--- config.mk ---
export PLATFORM = sky130hd
export DESIGN_NAME = sram_port_arbiter
export DESIGN_NICKNAME = d
export VERILOG_FILES = /design/src/rtl/sram_arb_pkg.sv /design/src/rtl/sram_arb_rr.sv /design/src/rtl/sram_port_arbiter.sv
export SDC_FILE = /design/constraint.sdc
export NUM_CORES = 1
export LEC_CHECK = 0
export ABC_AREA = 1
export CAP_MARGIN = 20
export CELL_PAD_IN_SITES_DETAIL_PLACEMENT = 1
export CELL_PAD_IN_SITES_GLOBAL_PLACEMENT = 1
export CORE_AREA = 2 2 152 154
export DETAILED_ROUTE_END_ITERATION = 7
export DIE_AREA = 0 0 154 156
export GPL_TIMING_DRIVEN = 0
export HOLD_SLACK_MARGIN = 0.12
export PLACE_DENSITY = 0.85
export SLEW_MARGIN = 20
export SYNTH_ARGS = -nofsm -noshare
export SYNTH_HDL_FRONTEND = slang
export SYNTH_HIERARCHICAL = 1
export SYNTH_SLANG_ARGS = --single-unit
--- constraint.sdc ---
create_clock -name clk_i -period 1.7 [get_ports clk_i]
set_input_delay 0.34 -clock clk_i [delete_from_list [all_inputs] [get_ports clk_i]]
set_output_delay 0.34 -clock clk_i [all_outputs]
set_load 0.01 [all_outputs]
--- src/rtl/sram_arb_pkg.sv ---
// Shared types for the sram port arbiter.
//   state_e : arbiter FSM state (INIT = zero-fill sweep, RUN = arbitration)
//   resp_t  : one stage of the read-response pipe {valid, requester index}
//   idx_w() : width of a binary port index, never less than 1
package sram_arb_pkg;

  typedef enum logic {
    INIT = 1'b0,
    RUN  = 1'b1
  } state_e;

  // Response index is carried at a fixed width so the struct can live in the
  // package; the top level zero-extends its narrower index into it.
  localparam int MAX_IDX_W = 8;

  typedef struct packed {
    logic                 valid;
    logic [MAX_IDX_W-1:0] idx;
  } resp_t;

  function automatic int idx_w(input int n);
    return (n > 1) ? $clog2(n) : 1;
  endfunction

endpackage

--- src/rtl/sram_arb_rr.sv ---
// Round-robin pointer plus priority pick.
//   clk_i, rst_ni : clock, async active-low reset
//   i_req         : per-port request
//   i_advance     : a grant is being taken this cycle, move the pointer
//   o_gnt         : one-hot grant (zero when nothing requests)
//   o_idx         : binary index of the granted port
// The pick is the first requesting port at or after the pointer, wrapping.
module sram_arb_rr
  import sram_arb_pkg::*;
#(
  parameter  int NUM_PORTS = 2,
  localparam int IDX_W     = idx_w(NUM_PORTS)
) (
  input  logic                 clk_i,
  input  logic                 rst_ni,
  input  logic [NUM_PORTS-1:0] i_req,
  input  logic                 i_advance,
  output logic [NUM_PORTS-1:0] o_gnt,
  output logic [IDX_W-1:0]     o_idx
);

  logic [IDX_W-1:0]     r_ptr;
  logic [NUM_PORTS-1:0] w_rot;
  logic                 w_found;
  int                   w_sum;

  // Rotate requests so the pointer's port lands on bit 0, take the lowest
  // set bit, then rotate the position back into absolute port numbering.
  always_comb begin
    w_rot   = NUM_PORTS'({i_req, i_req} >> r_ptr);
    w_found = 1'b0;
    w_sum   = int'(r_ptr);
    for (int k = NUM_PORTS - 1; k >= 0; k--) begin
      if (w_rot[k]) begin
        w_found = 1'b1;
        w_sum   = int'(r_ptr) + k;
      end
    end
    if (w_sum >= NUM_PORTS) w_sum = w_sum - NUM_PORTS;
    o_idx = IDX_W'(w_sum);
    o_gnt = w_found ? (NUM_PORTS'(1) << o_idx) : '0;
  end

  always_ff @(posedge clk_i or negedge rst_ni) begin
    if (!rst_ni) begin
      r_ptr <= '0;
    end else if (i_advance) begin
      r_ptr <= (o_idx == IDX_W'(NUM_PORTS - 1)) ? '0 : o_idx + 1'b1;
    end
  end

endmodule

--- src/rtl/sram_port_arbiter.sv ---
// Shares one single-port sram between NUM_PORTS requesters.
//   clk_i, rst_ni           : clock, async active-low reset
//   req_i/we_i/addr_i/wdata_i/be_i : per-port request fields, packed [port][field]
//   gnt_o                   : one-hot grant, combinational, same cycle as request
//   rvalid_o                : read data valid for that port, RD_LAT after grant
//   rdata_o                 : read data shared by all ports (= sram_rdata_i)
//   init_done_o             : high in RUN (after the optional zero-fill sweep)
//   sram_*_o / sram_rdata_i : single-port sram interface
//   dbg_state_o             : current FSM state
// Handshake: a requester raises req with its fields and holds them until the
// cycle gnt is high; that cycle is the whole transfer, so a port may be
// granted every cycle. Reads answer with rvalid exactly RD_LAT cycles later.
module sram_port_arbiter
  import sram_arb_pkg::*;
#(
  parameter  int NUM_PORTS  = 2,
  parameter  int DATA_WIDTH = 64,
  parameter  int NUM_WORDS  = 1024,
  parameter  int OUT_REGS   = 0,
  parameter  int INIT_ZERO  = 0,
  localparam int ADDR_W     = $clog2(NUM_WORDS),
  localparam int BE_W       = (DATA_WIDTH + 7) / 8,
  localparam int RD_LAT     = 1 + OUT_REGS,
  localparam int IDX_W      = idx_w(NUM_PORTS)
) (
  input  logic                            clk_i,
  input  logic                            rst_ni,
  input  logic [NUM_PORTS-1:0]            req_i,
  input  logic [NUM_PORTS-1:0]            we_i,
  input  logic [NUM_PORTS*ADDR_W-1:0]     addr_i,
  input  logic [NUM_PORTS*DATA_WIDTH-1:0] wdata_i,
  input  logic [NUM_PORTS*BE_W-1:0]       be_i,
  output logic [NUM_PORTS-1:0]            gnt_o,
  output logic [NUM_PORTS-1:0]            rvalid_o,
  output logic [DATA_WIDTH-1:0]           rdata_o,
  output logic                            init_done_o,
  output logic                            sram_req_o,
  output logic                            sram_we_o,
  output logic [ADDR_W-1:0]               sram_addr_o,
  output logic [DATA_WIDTH-1:0]           sram_wdata_o,
  output logic [BE_W-1:0]                 sram_be_o,
  input  logic [DATA_WIDTH-1:0]           sram_rdata_i,
  output state_e                          dbg_state_o
);

  localparam logic [ADDR_W-1:0] LAST_ADDR = ADDR_W'(NUM_WORDS - 1);

  state_e                r_state, w_state_nxt;
  logic [ADDR_W-1:0]     r_init_cnt;
  resp_t                 r_pipe [RD_LAT];
  logic [NUM_PORTS-1:0]  w_gnt;
  logic [IDX_W-1:0]      w_idx;
  logic                  w_advance;
  logic                  w_rd_issue;

  logic                  w_we_arr    [NUM_PORTS];
  logic [ADDR_W-1:0]     w_addr_arr  [NUM_PORTS];
  logic [DATA_WIDTH-1:0] w_wdata_arr [NUM_PORTS];
  logic [BE_W-1:0]       w_be_arr    [NUM_PORTS];

  for (genvar p = 0; p < NUM_PORTS; p++) begin : g_unpack
    assign w_we_arr[p]    = we_i[p];
    assign w_addr_arr[p]  = addr_i[p*ADDR_W +: ADDR_W];
    assign w_wdata_arr[p] = wdata_i[p*DATA_WIDTH +: DATA_WIDTH];
    assign w_be_arr[p]    = be_i[p*BE_W +: BE_W];
  end

  sram_arb_rr #(
    .NUM_PORTS (NUM_PORTS)
  ) u_rr (
    .clk_i     (clk_i),
    .rst_ni    (rst_ni),
    .i_req     (req_i),
    .i_advance (w_advance),
    .o_gnt     (w_gnt),
    .o_idx     (w_idx)
  );

  always_ff @(posedge clk_i or negedge rst_ni) begin
    if (!rst_ni) begin
      r_state    <= (INIT_ZERO != 0) ? INIT : RUN;
      r_init_cnt <= '0;
    end else begin
      r_state <= w_state_nxt;
      if (r_state == INIT && r_init_cnt != LAST_ADDR) begin
        r_init_cnt <= r_init_cnt + 1'b1;
      end
    end
  end

  // All request-side outputs are qualified with rst_ni so that while reset is
  // held nothing is granted or issued, even though the decode is combinational.
  always_comb begin
    w_state_nxt  = r_state;
    gnt_o        = '0;
    init_done_o  = 1'b0;
    sram_req_o   = 1'b0;
    sram_we_o    = 1'b0;
    sram_addr_o  = '0;
    sram_wdata_o = '0;
    sram_be_o    = '0;
    w_advance    = 1'b0;
    w_rd_issue   = 1'b0;
    case (r_state)
      INIT: begin
        sram_req_o  = rst_ni;
        sram_we_o   = rst_ni;
        sram_be_o   = '1;
        sram_addr_o = r_init_cnt;
        if (r_init_cnt == LAST_ADDR) w_state_nxt = RUN;
      end
      RUN: begin
        if (rst_ni) begin
          init_done_o  = 1'b1;
          gnt_o        = w_gnt;
          sram_req_o   = |req_i;
          sram_we_o    = w_we_arr[w_idx];
          sram_addr_o  = w_addr_arr[w_idx];
          sram_wdata_o = w_wdata_arr[w_idx];
          sram_be_o    = w_be_arr[w_idx];
          w_advance    = |req_i;
          w_rd_issue   = (|req_i) && !w_we_arr[w_idx];
        end
      end
      default: w_state_nxt = RUN;
    endcase
  end

  // Response pipe: stage 0 captures the read issued this cycle, the last
  // stage lines up with the cycle the sram presents its data.
  always_ff @(posedge clk_i or negedge rst_ni) begin
    if (!rst_ni) begin
      for (int i = 0; i < RD_LAT; i++) r_pipe[i] <= '0;
    end else begin
      r_pipe[0].valid <= w_rd_issue;
      r_pipe[0].idx   <= MAX_IDX_W'(w_idx);
      for (int i = 1; i < RD_LAT; i++) r_pipe[i] <= r_pipe[i-1];
    end
  end

  always_comb begin
    rvalid_o = '0;
    for (int p = 0; p < NUM_PORTS; p++) begin
      rvalid_o[p] = r_pipe[RD_LAT-1].valid && (r_pipe[RD_LAT-1].idx == MAX_IDX_W'(p));
    end
  end

  assign rdata_o     = sram_rdata_i;
  assign dbg_state_o = r_state;

endmodule

==> metrics.md, run 1 <==
| Metric | Value |
|---|---|
| Part of the Yosys area used for sequential elements | 13.7% |
| Final worst path period share | 121% |
| Max Cap Violations | 0 |
| Final count of pins violating max slew | 0 |
| Power Total | 2.08 mW |
| Total via count after detailed routing | 4510 |
| Global Route Usage Sum | 15.3% |
| Run status | finished with violations |
| Number of standard cells after synthesis | 463 |
| Critical path endpoint category | output pin |
| Grt total ovfl | 0 |
| Transition time of the tightest slew-check pin | 0.674 ns |
| Share of power burned in registers | 16.1% |
| Relative slew slack | 54.9% |
| Internal power | 1.48 mW |
| Number of buffers on the longest clock path | 2 |
| Final Critical Period | 2.06 ns |
| Syn avg cell area | 5.53 um^2 |
| TritonCTS clock tree | built |
| Number of enable-type register cells in the synthesized netlist | 0 |
| Syn_nets | 698 |
| Filler cell count in the final layout | 2670 |
| WL/cell | 18.2 um |
| Count of clock tree sinks | 14 |
| Worst Path Class, Setup | reg2out |
| Req. time, crit path | 1.36 ns |
| Half-perimeter wire length of the detailed placement result | 14.7 mm |
| Area grow syn2layout | 190% |
| Switch share | 29.2% |
| Vias in the first global route | 4923 |
| Arrival time at the worst endpoint | 1.72 ns |
| Die Ht | 156 um |
| Combinational fraction of design power | 59.5% |
| R2R Setup Slk | 0.08 ns |
| Starting density of the core | 11.4% |
| Final non-filler cell total | 1115 |
| Horizontal die dimension | 154 um |
| Pwr dens | 281 mW/mm^2 |
| Final Setup Violations | 85 |
| Cell types with the largest area share after synthesis | sky130_fd_sc_hd__nor2_1 23%, sky130_fd_sc_hd__buf_4 19%, sky130_fd_sc_hd__dfrtp_1 13% |
| Reg area | 352 um^2 |
| Number of antenna violations at the first check in global routing | 1 |
| FMAX | 0.485 GHz |
| Most frequent cells after synthesis | 157 x sky130_fd_sc_hd__nor2_1, 66 x sky130_fd_sc_hd__buf_4, 65 x sky130_fd_sc_hd__nor3_1, 47 x sky130_fd_sc_hd__nand2_1, 31 x sky130_fd_sc_hd__o21ai_0 |
| Root buffer cell | sky130_fd_sc_hd__clkbuf_16 |
| Fraction of layout cells with a size suffix above 1 | 43.3% |
| Mean number of vias per cell | 4.04 |
| DRC Markers | 0 |
| Setup repair after global routing missed its margin | true |
| Number of buffers created by CTS | 3 |
| Nets@finish | 1065 |
| Category of the worst setup path launch point | flop |
| Core area | 0.0224 mm^2 |
| Number of port buffers | 323 |
| Cell area after synthesis | 0.00256 mm^2 |
| H-tree Lvls | 1 |
| Clock skew after layout | 0.00619 ns |
| Classification of the worst-slack hold path | in2reg |
| Number of detailed-routing iterations run before antenna repair | 4 |
| Total wirelength of the detailed-routed design | 20.2 mm |
| Global-route wire length before repair | 28.4 mm |
| I/O Pins | 388 |
| Worst Path Max Fanout | 7 |
| Primary FF master, synth | sky130_fd_sc_hd__dfrtp_1 |
| Global placement routability congestion | 0.771 |
| Top cell type's share of synthesized area | 23.0% |
| Number of design-rule violations left by the first detailed-router iteration | 133 |
| Post-CTS clock slew at the launch and capture registers of the worst setup and hold paths | 0.05 ns |
| Synthesis-stage register bit count | 14 |
| Power dissipated by switching net loads | 0.607 mW |
| Number of hold-slack violations in the final timing report | 0 |
| Total leakage power | 3.19 nW |
| Total of warnings raised by yosys | 6 |
| Post-DRT Antenna Nets | 0 |
| Worst hold margin | 0.531 ns |
| Most numerous cell in the Yosys netlist | sky130_fd_sc_hd__nor2_1 |
| Dominant cell type by area after synthesis | sky130_fd_sc_hd__nor2_1 |
| Die ar. | 0.0240 mm^2 |
| Number of rows in the core area | 55 |
| Fin worst setup slack | -0.360 ns |
| Share of flip-flops with an asynchronous set or reset after synthesis | 100% |
| Clock insertion delay at the later pin of the skew report | 0.25 ns |
| Count of distinct cell types in the synthesized netlist | 25 |
| Multi-input logic area | 0.00214 mm^2 |
| Failing checks | setup timing |
| Placed insts | 1071 |
| Part of the power in the clock network | 24.4% |
| Peak supply drop | 0.269 mV |
| Pin count of the biggest net entering global routing | 14 |
## placed cells by master (no fill, tap or decap), types with 3 or more instances in the layout
| cell | instances |
|---|---|
| sky130_fd_sc_hd__buf_8 | 13 |
| sky130_fd_sc_hd__o22ai_1 | 6 |
| sky130_fd_sc_hd__clkdlybuf4s50_1 | 232 |
| sky130_fd_sc_hd__o21ai_4 | 3 |
| sky130_fd_sc_hd__buf_4 | 78 |
| sky130_fd_sc_hd__nand2_4 | 4 |
| sky130_fd_sc_hd__clkbuf_16 | 9 |
| sky130_fd_sc_hd__nor2_1 | 108 |
| sky130_fd_sc_hd__buf_6 | 25 |
| sky130_fd_sc_hd__inv_1 | 18 |
| sky130_fd_sc_hd__nor3_2 | 29 |
| sky130_fd_sc_hd__clkbuf_8 | 4 |
| sky130_fd_sc_hd__buf_12 | 12 |
| sky130_fd_sc_hd__buf_16 | 4 |
| sky130_fd_sc_hd__nand3_1 | 5 |
| sky130_fd_sc_hd__nand2_1 | 41 |
| sky130_fd_sc_hd__nor3_1 | 20 |
| sky130_fd_sc_hd__nor2_2 | 34 |
| sky130_fd_sc_hd__nor2_4 | 17 |
| sky130_fd_sc_hd__o21ai_2 | 15 |
| sky130_fd_sc_hd__nor3_4 | 16 |
| sky130_fd_sc_hd__nand2_2 | 5 |
| sky130_fd_sc_hd__dfrtp_1 | 13 |
| sky130_fd_sc_hd__o21ai_1 | 13 |
| sky130_fd_sc_hd__xor2_1 | 4 |
| sky130_fd_sc_hd__buf_2 | 80 |
## routing by layer
layer  vias to the layer above  GRT usage [%]  share of wire (%)
met5                         -              0                  0
met4                         0           3.60                1.5
met3                        21           2.64                4.8
met2                       204           30.0                 55
met1                      2148           17.1                 39
li1                       2137              -                  -
## timing repair
action | in CTS | in global routing
hold buffers | 2 | 0
pin swaps | 22 | 32
buffers inserted | 22 | 8
endpoints found under the setup margin | 89 | 87
gates cloned | 11 | 3
gates resized for setup | 633 | 92
hold endpoints to repair | 13 | 0
## cells by family after synthesis
kind of cell | Yosys count | share of synthesized area, %
adders and majority gates | 1 | 0.489
buffers and inverters | 118 | 28.7
AOI/OAI and AO/OA | 41 | 8.41
DFF | 14 | 13.7
and+or+nand+nor | 283 | 46.3
xor gates and xnor gates | 6 | 2.35
## power groups by stage
stage,logic (mW),registers (mW),clock network [mW]
floorplan,0.311,0.341,0
global placement,0.933,0.341,0
detailed placement,0.948,0.341,0
CTS,1.20,0.336,0.518
global route,1.32,0.336,0.527
finish,1.24,0.336,0.507
## state kept, by name, summed over array words and instances (netlist names)
name	count
r_init_cnt	10
r_pipe	2
dbg_state_o	1
u_rr/r_ptr	1
## final timing paths
check | start | endpoint | cells past startpoint
worst max register to register | dbg_state_o | r_init_cnt[9] | 11
worst max-delay path | dbg_state_o | sram_wdata_o[51] | 6
max in group asynchronous | rst_ni | r_init_cnt[8] | 2
worst min register to register | r_init_cnt[4] | r_init_cnt[4] | 2
worst min-delay path | req_i[0] | r_pipe[8] | 3
min in group asynchronous | rst_ni | dbg_state_o | 2
## critical path, cell delays in order, from the launching register on
cell and delay [ns]:
sky130_fd_sc_hd__dfstp_2 0.55, sky130_fd_sc_hd__buf_8 0.13, sky130_fd_sc_hd__nand2_8 0.11, sky130_fd_sc_hd__buf_12 0.17, sky130_fd_sc_hd__buf_12 0.14, sky130_fd_sc_hd__nor3_4 0.19
sky130_fd_sc_hd__buf_2 0.16
## layout make-up
cell class                      instances  area share, %
Sequential cell                        14           4.74
Multi-Input combinational cell        331           28.8
Inverter                               23           1.60
Tap cell                              285           4.81
Clock buffer                            4           1.20
Timing Repair Buffer                  363           45.9
Antenna cell                            1         0.0338
Buffer                                 94           12.9
## per-stage QoR
step / setup TNS [ns] / utilization (%) / cell area (um^2) / setup WS [ns]
after floorplan: -0.382 / - / 2560 / -0.0226
after global routing: -31.04 / 33.1 / 7410 / -0.460
after detailed placement: -140.00 / 27.5 / 6150 / -1.85
after CTS: -27.65 / 31.7 / 7090 / -0.411
final: -23.88 / 33.1 / 7410 / -0.360
after global placement: -135.86 / 27.5 / 6150 / -1.81
No activity file was read; power rests on OpenSTA's default activity.
==> inputs of run 2 (changes only) <==
SETUP_SLACK_MARGIN = 0.3   (was not set)
==> run 2 against run 1 <==
Effect of this change:
- non-clock buffer count is 5 higher
- sequential power hardly changed
- clock-buffer cell count stayed put
- critical endpoint is now gnt_o[1]
- the run still ends with setup timing left
- first-iteration DRC count is 9.8% lower
- global-route usage hardly changed
- hold slack better by 0.031 ns
- wire length is 1.8% higher
- sequential share of layout area is 0.26 points lower
- die area stayed put
- clock power is 8.1% lower
- setup slack worse by 0.018 ns
- utilization is 2.0 points higher
==> metrics.md, run 2 (synthesis gave the netlist of run 1 again) <==
| Metric | Value |
|---|---|
| Run status | finished with violations |
| Failing checks | setup timing |
| Hold path depth | 5 |
| Count of clock tree sinks | 14 |
| R2R Setup Slk | -0.04 ns |
| Relative slew slack | 53.7% |
| Final count of pins violating max slew | 0 |
| Core area | 0.0224 mm^2 |
| I/O Pins | 388 |
| Cell with the largest stage delay on the worst path | sky130_fd_sc_hd__dfrtp_1 |
| Setup repair after global routing missed its margin | true |
| Root buffer cell | sky130_fd_sc_hd__clkbuf_16 |
| Starting density of the core | 11.4% |
| Post-route setup TNS | -24.64 ns |
| Number of hold-slack violations in the final timing report | 0 |
| H-tree Lvls | 1 |
| Fraction of layout cells with a size suffix above 1 | 48.2% |
| Most common cell type on the critical path | sky130_fd_sc_hd__buf_4 |
| Number of detailed-routing iterations run before antenna repair | 4 |
| Grt total ovfl | 0 |
| Worst Path Class, Setup | reg2out |
| Global placement routability congestion | 0.761 |
| Final cell area excluding filler cells | 0.00786 mm^2 |
| Post-DRT Antenna Nets | 0 |
| Clock insertion delay at the later pin of the skew report | 0.25 ns |
| Final worst path period share | 122% |
| FMAX | 0.481 GHz |
| Registers with the most flip-flops | r_init_cnt: 10 flops, r_pipe: 2 flops |
| Share of power burned in registers | 15.9% |
| WL/cell | 18.4 um |
| Half-perimeter wire length of the detailed placement result | 15.0 mm |
| Number of buffers on the longest clock path | 2 |
| Horizontal die dimension | 154 um |
| TritonCTS clock tree | built |
| Number of antenna violations at the first check in global routing | 1 |
| Number of rows in the core area | 55 |
| End of the worst hold path | u_rr/r_ptr |
| Number of cells on the worst reg-to-reg path | 10 |
| Die ar. | 0.0240 mm^2 |
| Fin worst setup slack | -0.378 ns |
| Switch share | 31.0% |
| Combinational fraction of design power | 62.0% |
| Placed standard-cell area | 0.00680 mm^2 |
| Global Route Usage Sum | 15.3% |
| Mean number of vias per cell | 4.07 |
| End of the worst register-to-register path | r_init_cnt[3] |
| Worst Path Max Fanout | 2 |
| Largest reg by FF count | r_init_cnt |
| Power dissipated by switching net loads | 0.653 mW |
| Internal power | 1.46 mW |
| Number of buffers created by CTS | 3 |
| Hold_sp | req_i[0] |
| Max FFs per register | 10 |
| Number of port buffers | 323 |
| Req. time, crit path | 1.36 ns |
| Pin count of the biggest net entering global routing | 14 |
| Arrival time at the worst endpoint | 1.74 ns |
| Area grow syn2layout | 207% |
| Worst hold margin | 0.562 ns |
| Commonest non-fill, non-tap cell in the layout | sky130_fd_sc_hd__clkdlybuf4s50_1 |
| Part of the power in the clock network | 22.1% |
| Critical path endpoint category | output pin |
| Pwr dens | 268 mW/mm^2 |
| DRC Markers | 0 |
| Peak supply drop | 0.298 mV |
| Max Cap Violations | 0 |
| Global-route wire length before repair | 28.7 mm |
| Classification of the worst-slack hold path | in2reg |
| Final Critical Period | 2.08 ns |
| Nets@finish | 1070 |
| Total leakage power | 3.29 nW |
| Transition time of the tightest slew-check pin | 0.692 ns |
| Post-CTS clock slew at the launch and capture registers of the worst setup and hold paths | 0.05 ns |
| Commonest cells after routing, fill and taps aside | 230 x sky130_fd_sc_hd__clkdlybuf4s50_1, 92 x sky130_fd_sc_hd__nor2_1, 82 x sky130_fd_sc_hd__buf_4 |
| Total via count after detailed routing | 4558 |
| Number of design-rule violations left by the first detailed-router iteration | 120 |
| Total wirelength of the detailed-routed design | 20.6 mm |
| Die Ht | 156 um |
| Final Setup Violations | 91 |
| Category of the worst setup path launch point | flop |
| Vias in the first global route | 4949 |
| Cell breakdown of the critical path | inv_2, buf_4, buf_6, buf_4, buf_4, buf_4, buf_6, a21oi_2, inv_2, nor2_4, buf_6 |
| Crit-path max cell delay | 0.37 ns |
| Clock skew after layout | 0.00417 ns |
| Reg-to-Reg Start | dbg_state_o |
## run 2: what timing repair did
action | CTS | global route
gates cloned | 11 | 2
gates resized for setup | 535 | 87
hold buffers | 2 | 0
buffers inserted | 21 | 8
endpoints found under the hold margin | 13 | 0
endpoints found under the setup margin | 100 | 102
pin swaps | 30 | 40
## run 2: worst max path at each step
stage	cells after the start	from	end	slack, ns
3_3_place_gp	5	rst_ni	sram_be_o[4]	-1.86
3_5_place_dp	5	rst_ni	sram_be_o[4]	-1.88
6_report	11	u_rr/r_ptr	gnt_o[1]	-0.38
2_1_floorplan	9	req_i[0]	sram_wdata_o[26]	0.09
4_1_cts	10	u_rr/r_ptr	sram_wdata_o[35]	-0.38
5_1_grt	9	u_rr/r_ptr	sram_wdata_o[35]	-0.50
## run 2: critical path: cells and delay by family, from the launching register on
| family | cells | cell delay (ns) |
|---|---|---|
| buf+inv | 9 | 0.91 |
| simple gates | 1 | 0.08 |
| flops | 1 | 0.37 |
| compound gates | 1 | 0.13 |
## run 2: area by class of cell
cell class                 count  area [um^2]
sequential                    14          353
inverter                      23          118
multi-input combinational    331         2520
clock buffer                   4         78.8
buffer                        95          998
antenna                        2         5.00
fill                        2637        14500
timing repair buffer         367         3440
tap                          285          357
## run 2: metrics by stage
stage | utilization (%) | cells | worst slack [ns] | total power, mW
finish | 35.2 | 1121 | -0.378 | 2.11
global route | 35.1 | 1119 | -0.499 | 2.21
CTS | 33.3 | 1109 | -0.385 | 2.03
detailed placement | 30.4 | 1071 | -1.88 | 1.39
global placement | 30.4 | 1071 | -1.86 | 1.37
floorplan | - | 463 | 0.0856 | 0.734
## run 2: power groups by stage
| stage | registers (mW) | logic [mW] | clock network [mW] |
|---|---|---|---|
| final | 0.336 | 1.31 | 0.466 |
| after global routing | 0.336 | 1.38 | 0.487 |
| after CTS | 0.336 | 1.22 | 0.468 |
| after detailed placement | 0.341 | 1.05 | 0 |
| after global placement | 0.341 | 1.03 | 0 |
| after floorplan | 0.341 | 0.393 | 0 |
## run 2: per-layer routing
metal	wire, um	share of wire [%]	vias to the layer above	global-route usage (%)
li1	-	-	2153	-
met1	7840	38	2184	17.5
met2	11200	54	209	29.1
met3	1310	6.4	12	3.19
met4	266	1.3	0	3.38
met5	0	0	-	0
